`config.mk`:
```
export PLATFORM = sky130hd
export DESIGN_NAME = seq_divider_flat
export DESIGN_NICKNAME = d
export VERILOG_FILES = /design/src/rtl/seq_divider_if.sv /design/src/rtl/seq_divider.sv /design/src/flat_wrapper.sv
export SDC_FILE = /design/constraint.sdc
export NUM_CORES = 1
export LEC_CHECK = 0
export ABC_AREA = 1
export CORE_AREA = 5 5 190 192
export CTS_CLUSTER_SIZE = 28
export DETAILED_ROUTE_END_ITERATION = 16
export DIE_AREA = 0 0 195 197
export RECOVER_POWER = 50
export SLEW_MARGIN = 15
export SYNTH_ARGS = -nofsm -noshare
export SYNTH_HDL_FRONTEND = slang
export SYNTH_SLANG_ARGS = --single-unit
```
`constraint.sdc`:
```
create_clock -name clk -period 11.6 [get_ports clk]
set_input_delay 1.74 -clock clk [delete_from_list [all_inputs] [get_ports clk]]
set_output_delay 1.74 -clock clk [all_outputs]
set_load 0.01 [all_outputs]
```
`src/rtl/seq_divider_if.sv`:
```
// Operand/result handshake bundle for the sequential divider.
// The master side issues operands and consumes results; the slave side is the divider.
interface seq_divider_if #(
  parameter int unsigned WIDTH = 32
);
  logic             in_valid;
  logic             in_ready;
  logic [WIDTH-1:0] dividend;
  logic [WIDTH-1:0] divisor;
  logic             is_signed;
  logic             out_valid;
  logic             out_ready;
  logic [WIDTH-1:0] quotient;
  logic [WIDTH-1:0] remainder;
  logic             div_by_zero;
  logic             overflow;

  modport master (
    output in_valid, dividend, divisor, is_signed, out_ready,
    input  in_ready, out_valid, quotient, remainder, div_by_zero, overflow
  );

  modport slave (
    input  in_valid, dividend, divisor, is_signed, out_ready,
    output in_ready, out_valid, quotient, remainder, div_by_zero, overflow
  );
endinterface

```
`src/rtl/seq_divider.sv`:
```
// Restoring shift-subtract divider, one quotient bit per clock, signed/unsigned,
// with divide-by-zero and signed-overflow detection and valid/ready on both sides.
module seq_divider #(
  parameter int unsigned WIDTH     = 32,
  parameter bit          SIGNED_EN = 1'b1
) (
  input logic          clk,
  input logic          reset,
  seq_divider_if.slave bus
);
  localparam int unsigned CNT_W = $clog2(WIDTH + 1);

  typedef enum logic [1:0] {IDLE, CALC, FIXUP, DONE} state_t;

  state_t state, state_next;

  logic [WIDTH-1:0] dvd;
  logic [WIDTH-1:0] dsr_mag;
  logic [WIDTH-1:0] part;
  logic [WIDTH-1:0] quo;
  logic [CNT_W-1:0] cnt;
  logic             q_neg;
  logic             r_neg;
  logic             dz;
  logic             ovf;

  logic             in_ready_q;
  logic             out_valid_q;
  logic [WIDTH-1:0] quotient_q;
  logic [WIDTH-1:0] remainder_q;
  logic             dz_q;
  logic             ovf_q;

  logic             sgn;
  logic             dvd_neg;
  logic             dsr_neg;
  logic [WIDTH-1:0] dvd_abs;
  logic [WIDTH-1:0] dsr_abs;
  logic             dsr_zero;
  logic             ovf_det;
  logic [WIDTH:0]   shifted;
  logic [WIDTH:0]   trial;
  logic             accept;
  logic             res_take;

  // Operand conditioning at accept time
  assign sgn      = SIGNED_EN && bus.is_signed;
  assign dvd_neg  = sgn && bus.dividend[WIDTH-1];
  assign dsr_neg  = sgn && bus.divisor[WIDTH-1];
  assign dvd_abs  = dvd_neg ? (WIDTH'(0) - bus.dividend) : bus.dividend;
  assign dsr_abs  = dsr_neg ? (WIDTH'(0) - bus.divisor) : bus.divisor;
  assign dsr_zero = (bus.divisor == '0);
  assign ovf_det  = sgn && (bus.dividend == {1'b1, {(WIDTH-1){1'b0}}}) && (&bus.divisor);

  // Partial remainder stays below the divisor magnitude, so WIDTH+1 bits hold the trial
  assign shifted = {part, dvd[WIDTH-1]};
  assign trial   = shifted - {1'b0, dsr_mag};

  always_ff @(posedge clk or posedge reset) begin
    if (reset) state <= IDLE;
    else       state <= state_next;
  end

  always_comb begin
    state_next = state;
    accept     = 1'b0;
    res_take   = 1'b0;
    case (state)
      IDLE: begin
        if (bus.in_valid) begin
          accept     = 1'b1;
          state_next = dsr_zero ? FIXUP : CALC;
        end
      end
      CALC: begin
        if (cnt == CNT_W'(1)) state_next = FIXUP;
      end
      FIXUP: state_next = DONE;
      DONE: begin
        if (bus.out_ready) begin
          res_take   = 1'b1;
          state_next = IDLE;
        end
      end
      default: state_next = IDLE;
    endcase
  end

  // Datapath and registered outputs
  always_ff @(posedge clk or posedge reset) begin
    if (reset) begin
      dvd         <= '0;
      dsr_mag     <= '0;
      part        <= '0;
      quo         <= '0;
      cnt         <= '0;
      q_neg       <= 1'b0;
      r_neg       <= 1'b0;
      dz          <= 1'b0;
      ovf         <= 1'b0;
      in_ready_q  <= 1'b1;
      out_valid_q <= 1'b0;
      quotient_q  <= '0;
      remainder_q <= '0;
      dz_q        <= 1'b0;
      ovf_q       <= 1'b0;
    end else if (accept) begin
      // Divide-by-zero skips CALC, so the raw dividend is kept for the remainder
      dvd        <= dsr_zero ? bus.dividend : dvd_abs;
      dsr_mag    <= dsr_abs;
      part       <= '0;
      quo        <= '0;
      cnt        <= CNT_W'(WIDTH);
      q_neg      <= dvd_neg ^ dsr_neg;
      r_neg      <= dvd_neg;
      dz         <= dsr_zero;
      ovf        <= ovf_det;
      in_ready_q <= 1'b0;
    end else if (state == CALC) begin
      dvd  <= {dvd[WIDTH-2:0], 1'b0};
      part <= trial[WIDTH] ? shifted[WIDTH-1:0] : trial[WIDTH-1:0];
      quo  <= {quo[WIDTH-2:0], ~trial[WIDTH]};
      cnt  <= cnt - CNT_W'(1);
    end else if (state == FIXUP) begin
      out_valid_q <= 1'b1;
      dz_q        <= dz;
      ovf_q       <= ovf;
      if (dz) begin
        quotient_q  <= '1;
        remainder_q <= dvd;
      end else begin
        quotient_q  <= q_neg ? (WIDTH'(0) - quo) : quo;
        remainder_q <= r_neg ? (WIDTH'(0) - part) : part;
      end
    end else if (res_take) begin
      out_valid_q <= 1'b0;
      in_ready_q  <= 1'b1;
    end
  end

  assign bus.in_ready    = in_ready_q;
  assign bus.out_valid   = out_valid_q;
  assign bus.quotient    = quotient_q;
  assign bus.remainder   = remainder_q;
  assign bus.div_by_zero = dz_q;
  assign bus.overflow    = ovf_q;
endmodule

```
`src/flat_wrapper.sv`:
```
// flat-port wrapper written by rule: the top's interface ports become plain ports
module seq_divider_flat 
#(
  parameter int unsigned WIDTH     = 32,
  parameter bit          SIGNED_EN = 1'b1
)
  (clk, reset, bus_in_valid, bus_dividend, bus_divisor, bus_is_signed, bus_out_ready, bus_in_ready, bus_out_valid, bus_quotient, bus_remainder, bus_div_by_zero, bus_overflow);
  seq_divider_if #(.WIDTH(WIDTH)) bus_i ();
  input logic clk;
  input logic reset;
  input wire logic [$bits(bus_i.in_valid)-1:0] bus_in_valid;
  input wire logic [$bits(bus_i.dividend)-1:0] bus_dividend;
  input wire logic [$bits(bus_i.divisor)-1:0] bus_divisor;
  input wire logic [$bits(bus_i.is_signed)-1:0] bus_is_signed;
  input wire logic [$bits(bus_i.out_ready)-1:0] bus_out_ready;
  output wire logic [$bits(bus_i.in_ready)-1:0] bus_in_ready;
  output wire logic [$bits(bus_i.out_valid)-1:0] bus_out_valid;
  output wire logic [$bits(bus_i.quotient)-1:0] bus_quotient;
  output wire logic [$bits(bus_i.remainder)-1:0] bus_remainder;
  output wire logic [$bits(bus_i.div_by_zero)-1:0] bus_div_by_zero;
  output wire logic [$bits(bus_i.overflow)-1:0] bus_overflow;
  assign bus_i.in_valid = bus_in_valid;
  assign bus_i.dividend = bus_dividend;
  assign bus_i.divisor = bus_divisor;
  assign bus_i.is_signed = bus_is_signed;
  assign bus_i.out_ready = bus_out_ready;
  assign bus_in_ready = bus_i.in_ready;
  assign bus_out_valid = bus_i.out_valid;
  assign bus_quotient = bus_i.quotient;
  assign bus_remainder = bus_i.remainder;
  assign bus_div_by_zero = bus_i.div_by_zero;
  assign bus_overflow = bus_i.overflow;
  seq_divider #(.WIDTH(WIDTH), .SIGNED_EN(SIGNED_EN)) u_core (.clk(clk), .reset(reset), .bus(bus_i));
endmodule
```
==> results of run 1 <==
==> stage by stage <==
stage / hold slack [ns] / power [uW]
finish: 0.473 / 5080
global route: 0.511 / 5520
CTS: 0.483 / 5080
detailed placement: 0.465 / 4220
global placement: 0.468 / 4190
floorplan: 0.449 / 3240
==> cell type report <==
cell class | instances | area (sq um) | area share [%]
inverter | 381 | 1430 | 8.13
clock buffer | 31 | 688 | 3.90
clock inverter | 14 | 193 | 1.09
timing repair buffer | 147 | 1430 | 8.10
sequential | 208 | 5210 | 29.5
tap | 455 | 569 | 3.23
multi-input combinational | 1650 | 8120 | 46.0
==> sequential cells by signal, summed over array words and instances, names as in the netlist <==
signal                  count
u_core.bus.remainder       32
u_core.bus.quotient        32
u_core.q_neg                1
u_core.quo                 32
u_core.bus.in_ready         1
u_core.part                32
u_core.dvd                 32
u_core.bus.div_by_zero      1
u_core.dsr_mag             32
u_core.cnt                  6
u_core.state                2
u_core.dz                   1
u_core.bus.out_valid        1
u_core.ovf                  1
u_core.r_neg                1
u_core.bus.overflow         1
==> synth_stat cells, drive strengths merged <==
library cell,number
a21o,1
a21oi,82
a22oi,1
a31oi,19
and2,4
buf,25
clkbuf,51
clkinv,4
dfrtp,207
dfstp,1
fa,1
ha,44
inv,377
nand2,706
nand3,229
nand3b,7
nand4,32
nor2,211
nor3,27
nor3b,1
nor4,6
o211ai,7
o21a,1
o21ai,128
o21bai,8
o221ai,1
o22ai,71
o31ai,5
o32ai,1
or2,4
xnor2,13
xor2,40
==> logic make-up (layout without fill, tap and decap cells) <==
| kind of cell | Yosys count | after routing | synth area share [%] |
|---|---|---|---|
| compound gates | 325 | 325 | 12.1 |
| xor+xnor | 53 | 53 | 3.07 |
| fa+ha+maj | 45 | 45 | 3.78 |
| buf+inv | 457 | 573 | 11.8 |
| flops | 208 | 208 | 34.5 |
| simple gates | 1227 | 1227 | 34.8 |
==> worst max-delay path, cell delays in order <==
cell and delay, ns:
sky130_fd_sc_hd__dlygate4sd3_1 0.57, sky130_fd_sc_hd__nand2_2 0.08, sky130_fd_sc_hd__clkbuf_1 1.98, sky130_fd_sc_hd__inv_1 0.24, sky130_fd_sc_hd__clkbuf_1 1.05, sky130_fd_sc_hd__nor2_2 0.31
sky130_fd_sc_hd__buf_4 0.42, sky130_fd_sc_hd__inv_2 0.44, sky130_fd_sc_hd__o22ai_1 0.26, sky130_fd_sc_hd__inv_1 0.06, sky130_fd_sc_hd__nand2_1 0.06
==> where the power goes <==
part	switching, uW	internal, uW	leakage [uW]
combinational	1990	1020	0.00604
clock	328	512	0.000442
sequential	223	1000	0.00265
==> metal layers <==
metal | vias to the layer above | GRT usage, %
li1 | 7588 | -
met1 | 7133 | 35.8
met2 | 449 | 41.3
met3 | 63 | 2.68
met4 | 0 | 5.51
met5 | - | 0
==> layout by cell type (no fill, tap or decap), types with 8 or more instances in the layout <==
| cell type | instances |
|---|---|
| sky130_fd_sc_hd__dfrtp_1 | 207 |
| sky130_fd_sc_hd__nor3_1 | 25 |
| sky130_fd_sc_hd__xnor2_1 | 13 |
| sky130_fd_sc_hd__nand2_1 | 693 |
| sky130_fd_sc_hd__nand3_1 | 220 |
| sky130_fd_sc_hd__inv_2 | 9 |
| sky130_fd_sc_hd__clkbuf_16 | 25 |
| sky130_fd_sc_hd__a31oi_1 | 19 |
| sky130_fd_sc_hd__o22ai_1 | 71 |
| sky130_fd_sc_hd__dlygate4sd3_1 | 25 |
| sky130_fd_sc_hd__ha_1 | 44 |
| sky130_fd_sc_hd__xor2_1 | 40 |
| sky130_fd_sc_hd__a21oi_1 | 80 |
| sky130_fd_sc_hd__clkdlybuf4s50_1 | 111 |
| sky130_fd_sc_hd__nand4_1 | 31 |
| sky130_fd_sc_hd__nor2_1 | 201 |
| sky130_fd_sc_hd__o21bai_1 | 8 |
| sky130_fd_sc_hd__inv_1 | 366 |
| sky130_fd_sc_hd__nand3_2 | 8 |
| sky130_fd_sc_hd__o21ai_0 | 122 |
==> worst min-delay path by stage <==
| stage | slack (ns) | cells after the start | from | end |
|---|---|---|---|---|
| 6_report | 0.47 | 2 | u_core.bus.remainder[18] | u_core.bus.remainder[18] |
| 5_1_grt | 0.51 | 2 | u_core.dsr_mag[2] | u_core.dsr_mag[2] |
| 2_1_floorplan | 0.45 | 2 | u_core.dsr_mag[28] | u_core.dsr_mag[28] |
| 4_1_cts | 0.48 | 2 | u_core.bus.remainder[18] | u_core.bus.remainder[18] |
| 3_3_place_gp | 0.47 | 2 | u_core.dsr_mag[20] | u_core.dsr_mag[20] |
| 3_5_place_dp | 0.47 | 2 | u_core.bus.remainder[9] | u_core.bus.remainder[9] |
==> results.md, run 1 <==
Routing:
- The detailed router placed 15200 vias in this run.
- The highest metal layer carrying signal wires in the routed design is met4.
- For this block, the routed nets add up to 49.3 mm of wire.
- For this run, the detailed router's first-pass iteration total came to 5.
- The DRC violations left is 0.
- The number of vias per cell after detailed routing is 5.28.
- In the final routed layout, each cell accounts on average for 17.1 microns.
- The detailed router finished its first iteration with 1056 violations.
- The remaining number of nets flagged by the antenna check after routing is 0.
- For this block, wires on met1 add up to 23.1 mm.
- The detailed route wirelength on metal2 is 22.4 mm.
- The routed design uses 2.64 mm of met3 wire.

Clocking:
- The clock insertion delay at the later pin of the skew report is 0.55 ns.
- The TritonCTS clock tree is built.
- The clock-pin slew reported for the worst setup and hold paths after clock tree synthesis is 0.06 ns.
- After clock tree synthesis, the setup repair step added 0 buffers.
- For this design, the CTS-stage hold fixing added 0 buffers.
- In this run the number of H-tree levels came out at 1.
- The clock passes through at most 3 buffers.
- Once the clock tree was built, the resizer swapped 0 gates to a different size.
- The number of clock buffers added by TritonCTS is 25.
- The sink count of the clock tree is 208.
- CTS placed an instance of sky130_fd_sc_hd__clkbuf_16 at the clock tree root.

Setup path:
- The source of the worst register-to-register timing path is u_core.state[0].
- The internal reg-to-reg setup slack is 5.54 ns.
- In this run the worst setup path begins at bus_in_valid.
- The worst setup path is captured at a flip-flop.
- The kind of launch point of the worst setup path is a primary input.
- The setup path with the least slack is of type in -> reg.
- Data arrives at the worst endpoint at 7.33 ns.
- The endpoint of the most critical setup path is u_core.dvd[11].
- The end of the worst register-to-register path is u_core.bus.quotient[16].
- Data on the critical path is required at its endpoint by 12.08 ns.
- Along the worst path, the maximum fanout reaches 71.
- Counting cells, the worst reg-to-reg path comes to 9.

Global route:
- The first-pass GRT wire length is 78.6 mm.
- Global routing used 25.0% of the available tracks across all layers.
- The largest net degree at the start of global routing is 95.
- Summed over all layers, the global routing overflow is 0.
- The number of global-route vias before repair is 14500.
- The number of antenna violations at the first check in global routing was 0.

Yosys:
- When the netlist entered floorplanning its net count stood at 2429.
- The unique cell type count in the Yosys netlist is 52.
- Ranked by total cell area, the synthesized netlist is headed by sky130_fd_sc_hd__dfrtp_1 34%, sky130_fd_sc_hd__nand2_1 17%, sky130_fd_sc_hd__inv_1 9.1%, sky130_fd_sc_hd__nand3_1 7.3%, sky130_fd_sc_hd__nor2_1 5.0%.
- The synthesized design contains 208 register bits.
- The netlist area before placement is 15100 sq um.
- The average instance area after synthesis is 6.53 sq um.
- The sequential element share of the synthesized area is 34.5%.
- Synthesis produced 2315 cells.
- The number of warnings printed during yosys synthesis is 0.
- The portion of synthesized cell area occupied by the leading cell type is 34.3%.
- sky130_fd_sc_hd__dfrtp_1 takes more of the synthesized area than any other cell.

Timing:
- The post-route fraction of the period consumed by the critical path is 59.0%.
- Setup total negative slack on the finished layout was measured at 0 ns.
- For the final database, setup skew stands at 0.0267 ns.
- The slew of the pin with the lowest slew margin is 4.31 ns.
- In the post-route analysis, the smallest setup slack over all paths is 4.76 ns.
- The number of hold violations in the final report is 0.
- Static timing analysis puts the maximum clock frequency at 146 MHz.
- Headroom to the max-slew limit came out at -189%.
- Setup repair after global routing left no endpoint under its margin.
- The time the worst path needs with I/O delays and setup is 6.84 ns.
- The final-report setup violation count is 0.
- The count of pins over their slew limit is 331.

Pwr:
- The analysis attributes to cell leakage a power of 0.00913 uW.
- The total power per unit cell area is 288 nW/um^2.
- IR analysis of the VDD net gives a maximum drop of 0.121 mV.

Floorplanning:
- The floorplan step defined a core boundary enclosing 34200 sq um.
- The floorplan step defined a die boundary enclosing 38400 sq um.
- During I/O placement, the number of pins put on the boundary was 137.
- Measured along the y axis, the die boundary spans 197 microns.
- The die is 195 microns wide.
- The number of cell rows is 68.
- The initial core utilization is 44.2%.

Layout:
- Summing all non-filler instances in the final layout gives an area of 17600 sq um.
- The area added between synthesis and finish is 16.7%.
- The fraction of the core area covered by cells at the end of the flow is 51.6%.
- The filler cell count is 3549.
- The count of antenna diodes in the layout is 0.
- For this run, the number of standard cells in the final layout without fillers is 2886.
- The number of nets at the end of the flow is 2527.
- The post-route netlist has 4.24% of its cells at a drive strength greater than 1.

Placed design:
- Counting tap cells, the placed design contains a total of 2841 instances.
- The placed wire-length estimate is 37.8 mm.
- The number of buffers added on ports is 136.
- In this run the cell area measured after placement is 16800 sq um.
- The routability-driven placement congestion ratio is 0.911.
- OpenSTA, run right after detailed placement, puts the worst setup slack at 6.84 ns.

Run:
- Max-cap violations in this run came to 5.

Run status:
- The final reports fail on capacitance limit, slew limit.
- The run finished, with violations left.

Min path:
- The class of the tightest hold or removal check is reg -> reg.
Note: power is estimated with default switching activity, not from simulation.
==> run 2: changes to the inputs <==
--- a/config.mk
+++ b/config.mk
@@ -10,6 +10,7 @@
 export CTS_CLUSTER_SIZE = 28
 export DETAILED_ROUTE_END_ITERATION = 16
 export DIE_AREA = 0 0 195 197
+export PLACE_DENSITY = 0.67
 export RECOVER_POWER = 50
 export SLEW_MARGIN = 15
 export SYNTH_ARGS = -nofsm -noshare
==> constraint.sdc (replaced) <==
create_clock -name clk -period 5.78 [get_ports clk]
set_input_delay 0.867 -clock clk [delete_from_list [all_inputs] [get_ports clk]]
set_output_delay 0.867 -clock clk [all_outputs]
set_load 0.01 [all_outputs]
==> results.md, run 2 (same netlist as run 1, synthesis figures left out) <==
Min path:
- The class of the tightest hold or removal check is reg -> reg (unchanged).

Floorplanning:
- The die width came to 195 microns (unchanged).
- The count of boundary I/O pins is 137 (unchanged).
- The area enclosed by the die boundary is 38400 sq um (unchanged).
- The number of cell rows is 68 (unchanged).
- The initial core utilization is 44.2% (unchanged).
- The placeable core area was 34200 sq um (unchanged).
- The die extent in y is 197 microns (unchanged).

Timing:
- Setup repair after global routing missed its margin: false (unchanged).
- The number of hold violations in the final report was 0 (unchanged).
- The post-route fraction of the period consumed by the critical path is 70.0%.
- Counting I/O delays and the setup requirement, the final critical path takes 4.05 ns.
- The achievable frequency is 247 MHz.
- The count of pins over their slew limit is 183 (was 331).
- The setup TNS is 0 ns (unchanged).
- The final-report setup violation count is 0 (unchanged).
- The slew of the pin with the lowest slew margin is 2.98 ns (was 4.31 ns).
- The relative max-transition margin is -98.4% (was -189%).
- The final worst clock skew is 0.0219 ns (was 0.0267 ns).

Setup path:
- The type of element capturing the critical path is a flip-flop (unchanged).
- The slowest cell on the critical path is sky130_fd_sc_hd__clkbuf_1 (unchanged).
- The kind of launch point of the worst setup path was a primary input (unchanged).
- Critical path, cell by cell: dlygate4sd3_1, nand2_2, clkbuf_1, nor3_1, nand3_1, o22ai_1 (was dlygate4sd3_1, nand2_2, clkbuf_1, inv_1, clkbuf_1, nor2_2, buf_4, inv_2, o22ai_1, inv_1, nand2_1).
- The combined buffer and inverter count along the critical path came to 2 (was 7).
- The maximum net fanout on the critical path is 70 (was 71).
- The category of cells accounting for the largest share of critical-path delay is buffers and inverters (unchanged).
- The worst setup path category is in -> reg (unchanged).
- The critical path required time was 6.11 ns (was 12.08 ns).
- The highest cell delay on the worst timing path was 2.10 ns (was 1.98 ns).
- The data arrival time of the worst path is 4.37 ns (was 7.33 ns).

Global route:
- The aggregate global routing overflow is 0 (unchanged).
- The met1 usage in global routing is 36.9% (was 35.8%).
- The first-pass GRT wire length is 79.4 mm (was 78.6 mm).
- The met3 layer usage reported by global route is 2.68% (unchanged).
- The number of global-route vias before repair is 14600 (was 14500).
- The met2 global-route usage is 39.7% (was 41.3%).
- The largest net degree at the start of global routing was 186 (was 95).
- The total global routing track utilization was 25.2% (was 25.0%).
- The peak-usage layer in the global routing report is met2 (unchanged).
- The number of antenna violations at the first check in global routing came to 0 (unchanged).

Layout:
- Leading cell types in the layout, fill and taps excluded: 693 x sky130_fd_sc_hd__nand2_1, 365 x sky130_fd_sc_hd__inv_1, 220 x sky130_fd_sc_hd__nand3_1 (was 693 x sky130_fd_sc_hd__nand2_1, 366 x sky130_fd_sc_hd__inv_1, 220 x sky130_fd_sc_hd__nand3_1).
- The fraction of layout instances using a drive strength above 1 came to 4.24% (unchanged).
- The number of nets at the end of the flow is 2527 (unchanged).
- The area added between synthesis and finish was 16.6% (was 16.7%).
- The final standard cell area without fillers is 17600 sq um (about the same).
- The count of antenna diodes in the layout is 0 (unchanged).
- The most common cell after layout, fill and taps aside is sky130_fd_sc_hd__nand2_1 (unchanged).
- The filler cell count was 3490 (was 3549).

Pwr:
- The total power per unit cell area is 577 nW/um^2 (was 288 nW/um^2).
- The leakage power summed over all cells is 0.00913 uW (about the same).
- The maximum vdd drop is 0.292 mV (was 0.121 mV).

Routing:
- The number of vias per cell after detailed routing is 5.37 (was 5.28).
- The detailed-route wire length per cell was 17.3 microns (was 17.1 microns).
- The overall routed net length is 50.1 mm (was 49.3 mm).
- The DRC violations left was 0 (unchanged).
- The number of DRC markers after the initial detailed-route iteration came to 1443 (was 1056).
- The via count was 15500 (was 15200).
- The iteration count of the initial detailed-routing pass is 7 (was 5).
- The remaining number of nets flagged by the antenna check after routing is 0 (unchanged).

Clocking:
- The post-CTS setup repair buffer count is 0 (unchanged).
- The number of buffers inserted during clock tree synthesis is 25 (unchanged).
- The number of hold buffers added after cts is 0 (unchanged).
- The TritonCTS clock tree is built (unchanged).
- The cell at the root of the clock tree is sky130_fd_sc_hd__clkbuf_16 (unchanged).
- The maximum level of the CTS H-tree came to 1 (unchanged).
- The number of gates resized after cts is 0 (unchanged).
- The sink count of the clock tree is 208 (unchanged).
- The clock insertion delay at the later pin of the skew report is 0.54 ns (was 0.55 ns).
- The clock-pin slew reported for the worst setup and hold paths after clock tree synthesis is 0.06 ns (about the same).
- The maximum clock path buffer count is 3 (unchanged).

Placed design:
- The placed wire-length estimate is 37.9 mm (was 37.8 mm).
- The routability-driven placement congestion ratio is 0.981 (was 0.911).
- The number of buffers added on ports is 136 (unchanged).
- The standard cell area after detailed placement came to 16800 sq um (about the same).

Run status:
- Outcome: finished with violations (unchanged).
- Violated checks: capacitance limit, slew limit (unchanged).

Run:
- The max-capacitance violation count is 3 (was 5).
==> run 2: cell count changes in the layout (fill, tap and decap cells not counted) <==
cell                              previous run  this run
sky130_fd_sc_hd__clkdlybuf4s50_1           111        96
sky130_fd_sc_hd__dlygate4sd3_1              25        40
sky130_fd_sc_hd__buf_12                      0         1
sky130_fd_sc_hd__buf_4                       7         8
sky130_fd_sc_hd__bufinv_16                   4         3
sky130_fd_sc_hd__clkinv_1                    4         5
sky130_fd_sc_hd__clkinv_2                    7         6
sky130_fd_sc_hd__inv_1                     366       365
sky130_fd_sc_hd__nor2_2                      7         8
sky130_fd_sc_hd__nor2_4                      3         2
sky130_fd_sc_hd__o21ai_0                   122       123
sky130_fd_sc_hd__o21ai_1                     4         3
==> run 2: path summary, 6_finish.rpt <==
path                                           from                  endpoint  slack [ns]  cells after the start
min reg2reg                u_core.bus.remainder[14]  u_core.bus.remainder[14]        0.49                      2
max                                    bus_in_valid                u_core.ovf        1.73                      6
max reg2reg                         u_core.state[0]                u_core.ovf        1.97                      7
min                        u_core.bus.remainder[14]  u_core.bus.remainder[14]        0.49                      2
max in group asynchronous                     reset         u_core.dsr_mag[9]        3.27                      3
min in group asynchronous                     reset    u_core.bus.div_by_zero        1.00                      2
==> run 2: layout make-up <==
| class | instances | area [sq um] | share of cell area, % |
|---|---|---|---|
| multi-input combinational | 1650 | 8110 | 46.0 |
| sequential | 208 | 5210 | 29.5 |
| timing repair buffer | 147 | 1450 | 8.22 |
| inverter | 381 | 1430 | 8.14 |
| clock buffer | 33 | 696 | 3.95 |
| tap | 455 | 569 | 3.23 |
| clock inverter | 12 | 158 | 0.894 |
==> run 2: per-layer routing <==
layer	wire length (microns)	up-vias
met3	3210	86
met5	0	-
met4	1580	0
li1	-	7592
met1	22900	7228
met2	22400	588
==> run 2: stage by stage <==
stage	total power (uW)	utilization (%)	setup slack, ns	std cells	hold WS [ns]
final	10200	51.5	1.73	2886	0.486
after detailed placement	8490	49.1	2.49	2841	0.470
after CTS	10200	51.6	2.88	2886	0.485
after global placement	8410	49.1	2.46	2841	0.467
after global routing	11000	51.5	1.45	2886	0.507
after floorplan	6500	-	2.21	2315	0.449
==> run 2: power by group <==
group          switching, uW  internal, uW  leakage (uW)  total [uW]
registers                473          2010       0.00265        2490
clock network            650           986      0.000426        1640
logic                   4010          2030       0.00605        6050
==> run 2: tightest hold or removal path, cell delays in order, from the launching register on <==
cell                      delay, ns
sky130_fd_sc_hd__dfrtp_1       0.34
sky130_fd_sc_hd__nand2_1       0.06
sky130_fd_sc_hd__nand2_1       0.06
==> run 3: changes to the inputs <==
==> constraint.sdc (replaced) <==
create_clock -name clk -period 3.67 [get_ports clk]
set_input_delay 0.5505 -clock clk [delete_from_list [all_inputs] [get_ports clk]]
set_output_delay 0.5505 -clock clk [all_outputs]
set_load 0.01 [all_outputs]
==> results.md, run 3 (same netlist as run 1, synthesis figures left out) <==
Clocking:
- The sink count of the clock tree is 208 (unchanged).
- The TritonCTS clock tree is built (unchanged).
- The post-CTS setup repair buffer count is 0 (unchanged).
- The maximum clock path buffer count is 3 (unchanged).
- The number of buffers inserted during clock tree synthesis came to 24 (was 25).
- The maximum level of the CTS H-tree is 1 (unchanged).
- The number of gates resized after cts is 0 (unchanged).
- The number of hold buffers added after cts came to 0 (unchanged).
- The clock insertion delay at the later pin of the skew report is 0.53 ns (was 0.54 ns).
- The clock-pin slew reported for the worst setup and hold paths after clock tree synthesis is 0.06 ns (about the same).
- The cell at the root of the clock tree is sky130_fd_sc_hd__clkbuf_16 (unchanged).

Layout:
- The count of antenna diodes in the layout is 0 (unchanged).
- Leading cell types in the layout, fill and taps excluded: 694 x sky130_fd_sc_hd__nand2_1, 364 x sky130_fd_sc_hd__inv_1, 220 x sky130_fd_sc_hd__nand3_1 (was 693 x sky130_fd_sc_hd__nand2_1, 365 x sky130_fd_sc_hd__inv_1, 220 x sky130_fd_sc_hd__nand3_1).
- The most common cell after layout, fill and taps aside is sky130_fd_sc_hd__nand2_1 (unchanged).
- The fraction of layout instances using a drive strength above 1 is 4.27% (was 4.24%).
- The final standard cell area without fillers came to 17600 sq um (about the same).
- The area added between synthesis and finish is 16.5% (was 16.6%).
- The filler cell count is 3474 (was 3490).
- The number of nets at the end of the flow is 2533 (was 2527).

Floorplanning:
- The die extent in y came to 197 microns (unchanged).
- The number of cell rows is 68 (unchanged).
- The placeable core area is 34200 sq um (unchanged).
- The area enclosed by the die boundary is 38400 sq um (unchanged).
- The die width came to 195 microns (unchanged).
- The initial core utilization is 44.2% (unchanged).
- The count of boundary I/O pins is 137 (unchanged).

Timing:
- The relative max-transition margin is -49.8% (was -98.4%).
- Of the available clock period, the critical path in the final layout requires 84.4%.
- The number of hold violations in the final report is 0 (unchanged).
- Setup repair after global routing missed its margin: false (unchanged).
- The time the worst path needs with I/O delays and setup is 3.10 ns.
- The final-report setup violation count is 0 (unchanged).
- Static timing analysis puts the maximum clock frequency at 323 MHz.
- The slew of the pin with the lowest slew margin is 2.25 ns (was 2.98 ns).
- The count of pins over their slew limit is 48 (was 183).
- The final worst clock skew is 0.0185 ns (was 0.0219 ns).
- The worst hold slack is 0.478 ns (was 0.486 ns).
- The setup TNS is 0 ns (unchanged).

Global route:
- The number of antenna violations at the first check in global routing came to 0 (unchanged).
- The largest net degree at the start of global routing is 71 (was 186).
- The first-pass GRT wire length is 81.0 mm (was 79.4 mm).
- The aggregate global routing overflow is 0 (unchanged).
- The number of global-route vias before repair came to 14800 (was 14600).
- The total global routing track utilization is 25.7% (was 25.2%).

Setup path:
- The type of element capturing the critical path is a flip-flop (unchanged).
- The internal reg-to-reg setup slack was 0.57 ns (was 1.97 ns).
- The maximum net fanout on the critical path was 47 (was 70).
- The worst setup path category is reg -> reg (was in -> reg).
- The end of the worst register-to-register path is u_core.bus.remainder[7] (was u_core.ovf).
- The critical path required time was 4.12 ns (was 6.11 ns).
- The source of the worst register-to-register timing path is u_core.state[0] (unchanged).
- The start point of the critical path is u_core.state[0] (was bus_in_valid).
- The data arrival time of the worst path was 3.55 ns (was 4.37 ns).
- The path depth of the worst reg2reg path was 5 (was 7).
- The kind of launch point of the worst setup path is a flip-flop (was primary input).

Routing:
- The DRC violations left is 0 (unchanged).
- The overall routed net length is 50.6 mm (was 50.1 mm).
- The via count was 15500 (about the same).
- The iteration count of the initial detailed-routing pass came to 6 (was 7).
- The detailed-route wire length per cell is 17.5 microns (was 17.3 microns).
- The number of vias per cell after detailed routing is 5.36 (was 5.37).
- The remaining number of nets flagged by the antenna check after routing came to 0 (unchanged).
- The number of DRC markers after the initial detailed-route iteration came to 1369 (was 1443).

Placed design:
- The routability-driven placement congestion ratio is 0.974 (was 0.981).
- The placed wire-length estimate is 38.8 mm (was 37.9 mm).
- The number of buffers added on ports came to 136 (unchanged).
- The standard cell area after detailed placement is 16900 sq um (was 16800 sq um).

Min path:
- The number of stages on the worst hold path was 2 (unchanged).
- The worst min-delay path endpoint was u_core.bus.remainder[9] (was u_core.bus.remainder[14]).
- The hold path startpoint is u_core.bus.remainder[9] (was u_core.bus.remainder[14]).
- The class of the tightest hold or removal check is reg -> reg (unchanged).

Pwr:
- The leakage power summed over all cells is 0.00910 uW (was 0.00913 uW).
- The total power per unit cell area is 907 nW/um^2 (was 577 nW/um^2).
- The maximum vdd drop came to 0.430 mV (was 0.292 mV).

Run status:
- Outcome: finished with violations (unchanged).
- Violated checks: capacitance limit, slew limit (unchanged).

Run:
- The max-capacitance violation count is 1 (was 3).
## run 3: how the worst max path moves through the flow
stage / to / cells after the start
2_1_floorplan: u_core.bus.div_by_zero / 1
3_3_place_gp: u_core.dvd[29] / 14
3_5_place_dp: u_core.dvd[23] / 14
4_1_cts: u_core.part[23] / 13
5_1_grt: u_core.bus.remainder[27] / 5
6_report: u_core.bus.remainder[7] / 5
## run 3: per-layer routing
| metal | wire, microns | GRT usage (%) | vias to the layer above |
|---|---|---|---|
| li1 | - | - | 7587 |
| met1 | 23600 | 38.0 | 7250 |
| met2 | 22800 | 41.1 | 559 |
| met3 | 2900 | 2.29 | 86 |
| met4 | 1300 | 6.31 | 0 |
| met5 | 0 | 0 | - |
## run 3: cell type report
class | count | area (sq um) | share of cell area [%]
clock buffers | 31 | 647 | 3.68
clock inverters | 9 | 138 | 0.782
inverters | 381 | 1430 | 8.15
multi-input cells | 1650 | 8120 | 46.1
flip-flops and latches | 208 | 5210 | 29.6
well taps | 455 | 569 | 3.23
repair buffers | 154 | 1490 | 8.44
## run 3: through the flow
| stage | utilization (%) | worst slack (ns) | power, uW | std cells |
|---|---|---|---|---|
| final | 51.5 | 0.571 | 16000 | 2888 |
| after CTS | 51.6 | 0.889 | 15900 | 2888 |
| after detailed placement | 49.3 | 0.568 | 13400 | 2848 |
| after floorplan | - | 0.420 | 10200 | 2315 |
| after global placement | 49.3 | 0.584 | 13300 | 2848 |
| after global routing | 51.5 | 0.341 | 17300 | 2888 |
## run 3: report_power, final
part           internal [uW]  total [uW]  switching, uW
sequential              3170        3860            687
combinational           3250        9660           6410
clock                   1450        2440            990
## run 3: critical path: stages, from the launching register on
cell                       delay [ns]
sky130_fd_sc_hd__dfrtp_1         0.40
sky130_fd_sc_hd__inv_1           0.14
sky130_fd_sc_hd__ha_1            0.20
sky130_fd_sc_hd__clkbuf_1        1.61
sky130_fd_sc_hd__o211ai_1        0.51
sky130_fd_sc_hd__nand2_1         0.16
